<file path="src/rtl/rx_libnet_seq.sv">
// Reliable Libnet receiver: per-channel in-order sequence tracking on an AXIS stream.
// Forwards in-order packets through one output register and reports ACK/NACK events.
module rx_libnet_seq #(
    parameter int unsigned DATA_WIDTH  = 512,
    parameter int unsigned USER_WIDTH  = 64,
    parameter int unsigned SEQ_WIDTH   = 16,
    parameter int unsigned SEQ_OFFSET  = 0,
    parameter int unsigned CHAN_WIDTH  = 2,
    parameter int unsigned CHAN_OFFSET = 0,
    parameter int unsigned DUP_WINDOW  = 8
) (
    input  logic                    clk,
    input  logic                    reset,
    input  logic [DATA_WIDTH-1:0]   rx_tdata,
    input  logic [DATA_WIDTH/8-1:0] rx_tkeep,
    input  logic [USER_WIDTH-1:0]   rx_tuser,
    input  logic                    rx_tvalid,
    input  logic                    rx_tlast,
    output logic                    rx_tready,
    output logic [DATA_WIDTH-1:0]   tx_tdata,
    output logic [DATA_WIDTH/8-1:0] tx_tkeep,
    output logic [USER_WIDTH-1:0]   tx_tuser,
    output logic                    tx_tvalid,
    output logic                    tx_tlast,
    input  logic                    tx_tready,
    output logic                    ack_valid,
    output logic                    ack_nack,
    output logic [CHAN_WIDTH-1:0]   ack_chan,
    output logic [SEQ_WIDTH-1:0]    ack_seq,
    output logic [31:0]             drop_count
);

    localparam int unsigned NUM_CHAN = 2 ** CHAN_WIDTH;

    localparam logic [1:0] ST_HEAD = 2'd0;
    localparam logic [1:0] ST_PASS = 2'd1;
    localparam logic [1:0] ST_DROP = 2'd2;

    logic [1:0]            state;
    logic [1:0]            state_next;
    logic [SEQ_WIDTH-1:0]  expected [NUM_CHAN];
    logic [CHAN_WIDTH-1:0] cur_chan;
    logic [SEQ_WIDTH-1:0]  cur_seq;

    logic [CHAN_WIDTH-1:0] head_chan;
    logic [SEQ_WIDTH-1:0]  head_seq;
    logic [SEQ_WIDTH-1:0]  head_exp;
    logic [SEQ_WIDTH-1:0]  head_dist;
    logic                  in_order;
    logic                  is_dup;
    logic                  hs;

    logic                  load;
    logic                  complete;
    logic                  drop_evt;
    logic [CHAN_WIDTH-1:0] done_chan;
    logic [SEQ_WIDTH-1:0]  done_seq;

    // Head-beat classification against the channel's expected sequence.
    assign head_chan = rx_tuser[CHAN_OFFSET +: CHAN_WIDTH];
    assign head_seq  = rx_tdata[SEQ_OFFSET +: SEQ_WIDTH];
    assign head_exp  = expected[head_chan];
    assign head_dist = head_exp - head_seq;
    assign in_order  = (head_dist == '0);
    assign is_dup    = !in_order && (head_dist <= SEQ_WIDTH'(DUP_WINDOW));

    // Dropped beats never touch the output register, so DROP never stalls.
    assign rx_tready = (state == ST_DROP) || !tx_tvalid || tx_tready;
    assign hs        = rx_tvalid && rx_tready;

    always_ff @(posedge clk) begin
        if (reset) begin
            state <= ST_HEAD;
        end else begin
            state <= state_next;
        end
    end

    always_comb begin
        state_next = state;
        load       = 1'b0;
        complete   = 1'b0;
        drop_evt   = 1'b0;
        done_chan  = cur_chan;
        done_seq   = cur_seq;
        case (state)
            ST_HEAD: begin
                if (hs) begin
                    done_chan = head_chan;
                    done_seq  = head_seq;
                    if (in_order) begin
                        load = 1'b1;
                        if (rx_tlast) begin
                            complete = 1'b1;
                        end else begin
                            state_next = ST_PASS;
                        end
                    end else begin
                        drop_evt = 1'b1;
                        if (!rx_tlast) begin
                            state_next = ST_DROP;
                        end
                    end
                end
            end
            ST_PASS: begin
                if (hs) begin
                    load = 1'b1;
                    if (rx_tlast) begin
                        complete   = 1'b1;
                        state_next = ST_HEAD;
                    end
                end
            end
            ST_DROP: begin
                if (hs && rx_tlast) begin
                    state_next = ST_HEAD;
                end
            end
            default: state_next = ST_HEAD;
        endcase
    end

    // Datapath: packet context, output register, sequence table, events, drop counter.
    always_ff @(posedge clk) begin
        if (reset) begin
            for (int unsigned i = 0; i < NUM_CHAN; i++) begin
                expected[i] <= '0;
            end
            cur_chan   <= '0;
            cur_seq    <= '0;
            tx_tdata   <= '0;
            tx_tkeep   <= '0;
            tx_tuser   <= '0;
            tx_tvalid  <= 1'b0;
            tx_tlast   <= 1'b0;
            ack_valid  <= 1'b0;
            ack_nack   <= 1'b0;
            ack_chan   <= '0;
            ack_seq    <= '0;
            drop_count <= '0;
        end else begin
            if (state == ST_HEAD && hs) begin
                cur_chan <= head_chan;
                cur_seq  <= head_seq;
            end

            if (load) begin
                tx_tdata  <= rx_tdata;
                tx_tkeep  <= rx_tkeep;
                tx_tuser  <= rx_tuser;
                tx_tlast  <= rx_tlast;
                tx_tvalid <= 1'b1;
            end else if (tx_tready) begin
                tx_tvalid <= 1'b0;
            end

            ack_valid <= 1'b0;
            if (complete) begin
                expected[done_chan] <= done_seq + SEQ_WIDTH'(1);
                ack_valid <= 1'b1;
                ack_nack  <= 1'b0;
                ack_chan  <= done_chan;
                ack_seq   <= done_seq;
            end else if (drop_evt) begin
                ack_valid <= 1'b1;
                ack_nack  <= !is_dup;
                ack_chan  <= head_chan;
                ack_seq   <= is_dup ? (head_exp - SEQ_WIDTH'(1)) : head_exp;
                if (drop_count != 32'hFFFF_FFFF) begin
                    drop_count <= drop_count + 32'd1;
                end
            end
        end
    end

endmodule

</file>
<file path="config.mk">
export PLATFORM = sky130hd
export DESIGN_NAME = rx_libnet_seq
export DESIGN_NICKNAME = d
export VERILOG_FILES = /design/src/rtl/rx_libnet_seq.sv
export SDC_FILE = /design/constraint.sdc
export NUM_CORES = 2
export LEC_CHECK = 0
export BUFFER_PORTS_ARGS = -buffer_cell sky130_fd_sc_hd__buf_2
export CAP_MARGIN = 20
export CORE_AREA = 2 2 516 518
export DETAILED_ROUTE_END_ITERATION = 7
export DIE_AREA = 0 0 518 520
export GPL_ROUTABILITY_DRIVEN = 0
export HOLD_SLACK_MARGIN = 0.12
export PLACE_DENSITY_LB_ADDON = 0.2
export SYNTH_ARGS = -nofsm -noshare
export SYNTH_HDL_FRONTEND = slang
export SYNTH_SLANG_ARGS = --single-unit
</file>
<file path="constraint.sdc">
create_clock -name clk -period 12.75 [get_ports clk]
set_clock_uncertainty 0.2 [all_clocks]
set_input_delay 0.6375 -clock clk [delete_from_list [all_inputs] [get_ports clk]]
set_output_delay 0.6375 -clock clk [all_outputs]
set_load 0.01 [all_outputs]
</file>
# Yosys cells after proc, flatten, opt, wreduce, memory -nomap -nowiden
# Memories as Yosys holds them, arrays and structs flattened.
# Index checks and enable logic that the tools add are counted.
# classes
reduce_logical,17
n_div,0
eq_ne,8
order_cmp,1
shifts,0
n_mux,41
n_bitwise,1
n_mul,0
addsub,4
# ops
operator,n
two-way mux 16 bit,6
adder 32 x 1 -> 32 bit (second input constant),1
inequality test 32 bit (second input constant),1
two-way mux 2 bit,12
two-way mux 1 bit,20
adder 16 x 1 -> 16 bit (second input constant),1
<= comparator 16 x 4 -> 1 bit (second input constant),1
zero test 16 bit,1
OR reduction 16 bit,1
subtractor 16 x 1 -> 16 bit (second input constant),1
subtractor 16 bit,1
inequality test 2 bit (second input constant),4
one-hot mux 2 bit (3 select lines),1
AND reduction 5 bit,1
logical AND 1 bit,4
one-hot mux 1 bit (2 select lines),2
nonzero test 2 bit,2
zero test 1 bit,3
AND reduction 3 bit,1
== test 2 x 1 -> 1 bit (second input constant),1
== test 2 bit (second input constant),1
zero test 2 bit,1
logical OR 1 bit,2
inequality test 2 x 1 -> 1 bit (second input constant),1
2 further kinds,2
# totals
romBits,0
ram_bits,64
latch_bits,0
out_inout_bits,695
n_memories,1
regBits,714
# mem_list
memory,depth,width,read_ports,rd_ports_with_merged_regs,write_ports,line,source
expected,4,16,1,0,4,41,logic [SEQ_WIDTH-1:0] expected [NUM_CHAN];

# Logic depth before layout (Yosys ltp)
# depth
word_depth,11
ltp_mapped,17

# Least setup slack after synthesis
# No wires, ideal clock.
# synth_timing
path_type,input to register
start,input rx_tuser[0]
end,"memory expected[3][0], enable pin"
stages,16
setup_time_ns,0.414
arrival_time_ns,5.511
path_slack_ns,6.624
required_ns,12.136
path_cell_list,buf_2 > clkbuf_1 > mux4_2 > ha_1 > buf_2 > a21oi_1 > o21ai_0 > nor3_1 > a311oi_1 > nand4_1 > or2_0 > buf_2 > o31a_1 > clkbuf_1 > clkbuf_1 > o31ai_1
# synth_rtl
item,line,source
"start, declared",16,"input logic [USER_WIDTH-1:0] rx_tuser,"
"end, declared",41,

# Worst setup path after layout
# layout_timing
start,input rx_tuser[0]
end,register tx_tdata[224]
# layout_between
elab_chain_len,6
# layout_lines
item,line,source
memory (4 x 16 bit),n/a,
subtractor 16 bit,63,assign head_dist = head_exp - head_seq;
zero test 16 bit,64,assign in_order = (head_dist == '0);
two-way mux 1 bit,91,if (in_order) begin
two-way mux 1 bit,88,if (hs) begin
one-hot mux 1 bit (2 select lines),86,case (state)
"end signal, assigned",149,tx_tdata <= rx_tdata;
"end, declared",20,"output logic [DATA_WIDTH-1:0] tx_tdata,"
# No other way between the ends.
# A chain may end at the register's enable or synchronous reset.

==> flow_summary.yaml <==
status:
  status: "finished clean"
synth:
  synth_seq_area_share_pct: 51.31
  synth_nets: 4412
  yosys.area.top_type_share_pct: 45.23
  ys_seq_elements: 778
  synth_warnings: 0
  synthArstFlopShare_pct: 0
  ys_types: 65
  synth_edf_count: 64
  syn_avg_cell_area_um2: 8.436
  synth_top_area_cell: "dfxtp_1"
  netlist_area_mm2: 0.03160
  yosys-top-cells-area: "dfxtp_1 (45%), a21oi_1 (11%), nand3_1 (11%), o21ai_0 (11%), edfxtp_1 (6.1%)"
  ys.flop_type: "dfxtp_1"
  syn_inst: 3746
layout:
  layout_common_cells: "buf_2 (1338), dfxtp_1 (714), a21oi_1 (703)"
  final_common_cell: "buf_2"
  finalNetCount: 6129
  fin_util_pct: 19.55
  drive_gt1_share_pct: 29.01
  area_growth_syn_to_layout_pct: 63.25
global_routing:
  grt_max_degree: 188
  gr-usage-all-layers_pct: 14.87
  grt_pass1_vias: 36500
  antenna_found_initial: 20
  grt_pass1_wl_um: 291400
  grt_overflow: 0
detailed_routing:
  drc: 0
  drtIter0Drc: 2224
  wl_um: 211400
  vias: 36850
  avgRoutedWirePerCell_um: 23.25
  dr.pass1.iters: 6
  ant_nets: 0
  via_per_inst: 4.053
job:
  max_cap_viol_count: 0
power:
  p_total_mw: 6.210
  ir_drop_mv: 0.1203
  power_density_mw_per_mm2: 120.4
  power_leakage_nw: 20.11
clocking:
  cts.sinks: 778
  cts_buffer_depth: 3
  root_buffer: "clkbuf_16"
  insertion_delay_ns: 0.74
  cts_buffers: 105
  h-tree-depth: 3
  clk_pin_slew_ns: 0.06
  cts_tree: "built"
critical_path:
  crit_path_start_kind: "primary input"
  cp-end-kind: "register"
  critPathRequiredTime_ns: 13.20
  path_class: "primary input to register"
  cp_slowest_cell: "nor3_1"
  cp_max_fo: 138
  cp.arrival_ns: 6.56
  timing.critical_path.buf_inv: 3
  critical-path-max-stage-delay_ns: 0.73
  critical-path-top-delay-family: "buffers and inverters"
  crit_chain: "buf_2 -> mux4_2 -> ha_1 -> and2_1 -> o2111ai_2 -> and4_1 -> o311ai_1 -> nand4_1 -> nor3_1 -> a21o_4 -> buf_12 -> buf_4 -> nand3_1 -> a21oi_1"
sta:
  slew_viol_final: 0
  period_share_pct: 47.91
  setup_viol: 0
  fin_ws_ns: 6.641
  rsz0062_at_grt: "no"
  max_clock_freq_ghz: 0.1637
  hold_viol_final: 0
  slew_headroom_pct: 22.49
  worst_slew_pin_slew_ns: 1.163
  setup_tns_ns: 0
  period_needed_ns: 6.109
floorplanning:
  initial_core_util_pct: 11.97
  placementRows: 189
  ioPinCount: 1340
  die_w_um: 518
  die_h_um: 520
  die_area_mm2: 0.2694
  core_mm2: 0.2639
place:
  io_buffers: 1339
  pre_cts_ws_ns: 6.012
  dpl.hpwl_um: 157900
min_path:
  hp-class: "primary input to register"
where the power goes:
part           total, mW  switching, mW  internal [mW]
Clock               3.10           1.25           1.85
Combinational      0.629          0.364          0.266
Sequential          2.48        0.00710           2.48
Total               6.21           1.62           4.59
final timing paths:
check	start	endpoint	slack, ns	cells after the start
worst min register to register	tx_tdata[157]	tx_tdata[157]	0.27	2
worst min-delay path	rx_tuser[58]	tx_tuser[58]	0.14	3
worst max-delay path	rx_tuser[0]	tx_tdata[224]	6.64	14
worst max register to register	expected[3][3]	tx_tdata[224]	6.80	13
cells in the mapped netlist, types with 16 or more instances:
library cell and count:
a21oi_1 705, a31oi_1 17, buf_2 54, clkbuf_1 351, dfxtp_1 714, edfxtp_1 64
ha_1 21, inv_1 30, mux4_2 16, nand2_1 38, nand3_1 682, nor2_1 103
nor4_1 23, o21ai_0 664, o31ai_1 32, or2_2 16, or4_1 33
cells by family (layout without fill, tap and decap cells):
family,Yosys count,in the layout,share of synthesized area (%)
AND/OR/NAND/NOR,985,985,15.95
AO/OA/AOI/OAI,1473,1473,24.33
other,0,13,0
adder cells (fa/ha/maj),21,21,0.8314
flip-flops,778,778,51.31
multiplexers,26,26,1.461
XOR/XNOR,24,24,0.6652
buffers and inverters,439,2240,5.452
through the flow:
stage / instance area, µm² / hold WS [ns] / instances
2_1_floorplan: 31600 / 0.2750 / 3746
3_3_place_gp: 41690 / 0.2571 / 8259
3_5_place_dp: 41690 / 0.2628 / 8259
4_1_cts: 51550 / 0.1232 / 9079
5_1_grt: 51570 / 0.1231 / 9085
6_report: 51590 / 0.1443 / 9093
layout make-up:
cell class                      instances  area [µm²]
Clock buffer                          157        3128
Clock inverter                         34       435.4
Antenna cell                           13       32.53
Fill cell                           29700      212300
Timing Repair Buffer                 2019       13530
Tap cell                             3533        4420
Inverter                               30       112.6
Multi-Input combinational cell       2529       13710
Sequential cell                       778       16220
flip-flops by register name, summed over array words and instances (netlist names):
name and cells:
tx_tdata 512, expected 64, tx_tkeep 64, tx_tuser 64
drop_count 32, ack_seq 16, cur_seq 16, ack_chan 2
cur_chan 2, state 2, ack_nack 1, ack_valid 1
tx_tlast 1, tx_tvalid 1
tightest hold or removal path: cells and delay by family:
family,cells,cell delay [ns]
AND/OR/NAND/NOR,1,0.19
buffers and inverters,1,0.11
AO/OA/AOI/OAI,1,0.09
layer usage:
metal	vias up	track usage, %	routed length [µm]	share of wire (%)
met5	-	0	56	0.026
met4	10	5.881	9129	4.3
met3	236	4.571	17260	8.2
met2	1523	25.62	102500	48
met1	18040	17.06	82460	39
li1	17050	-	-	-
what timing repair did:
action,4_1_cts,5_1_grt
setup buffers,0,0
endpoints found under the hold margin,631,1
endpoints found under the setup margin,0,0
gates resized for setup,0,0
hold buffers,629,1
Power figures use the tool's default switching activity.
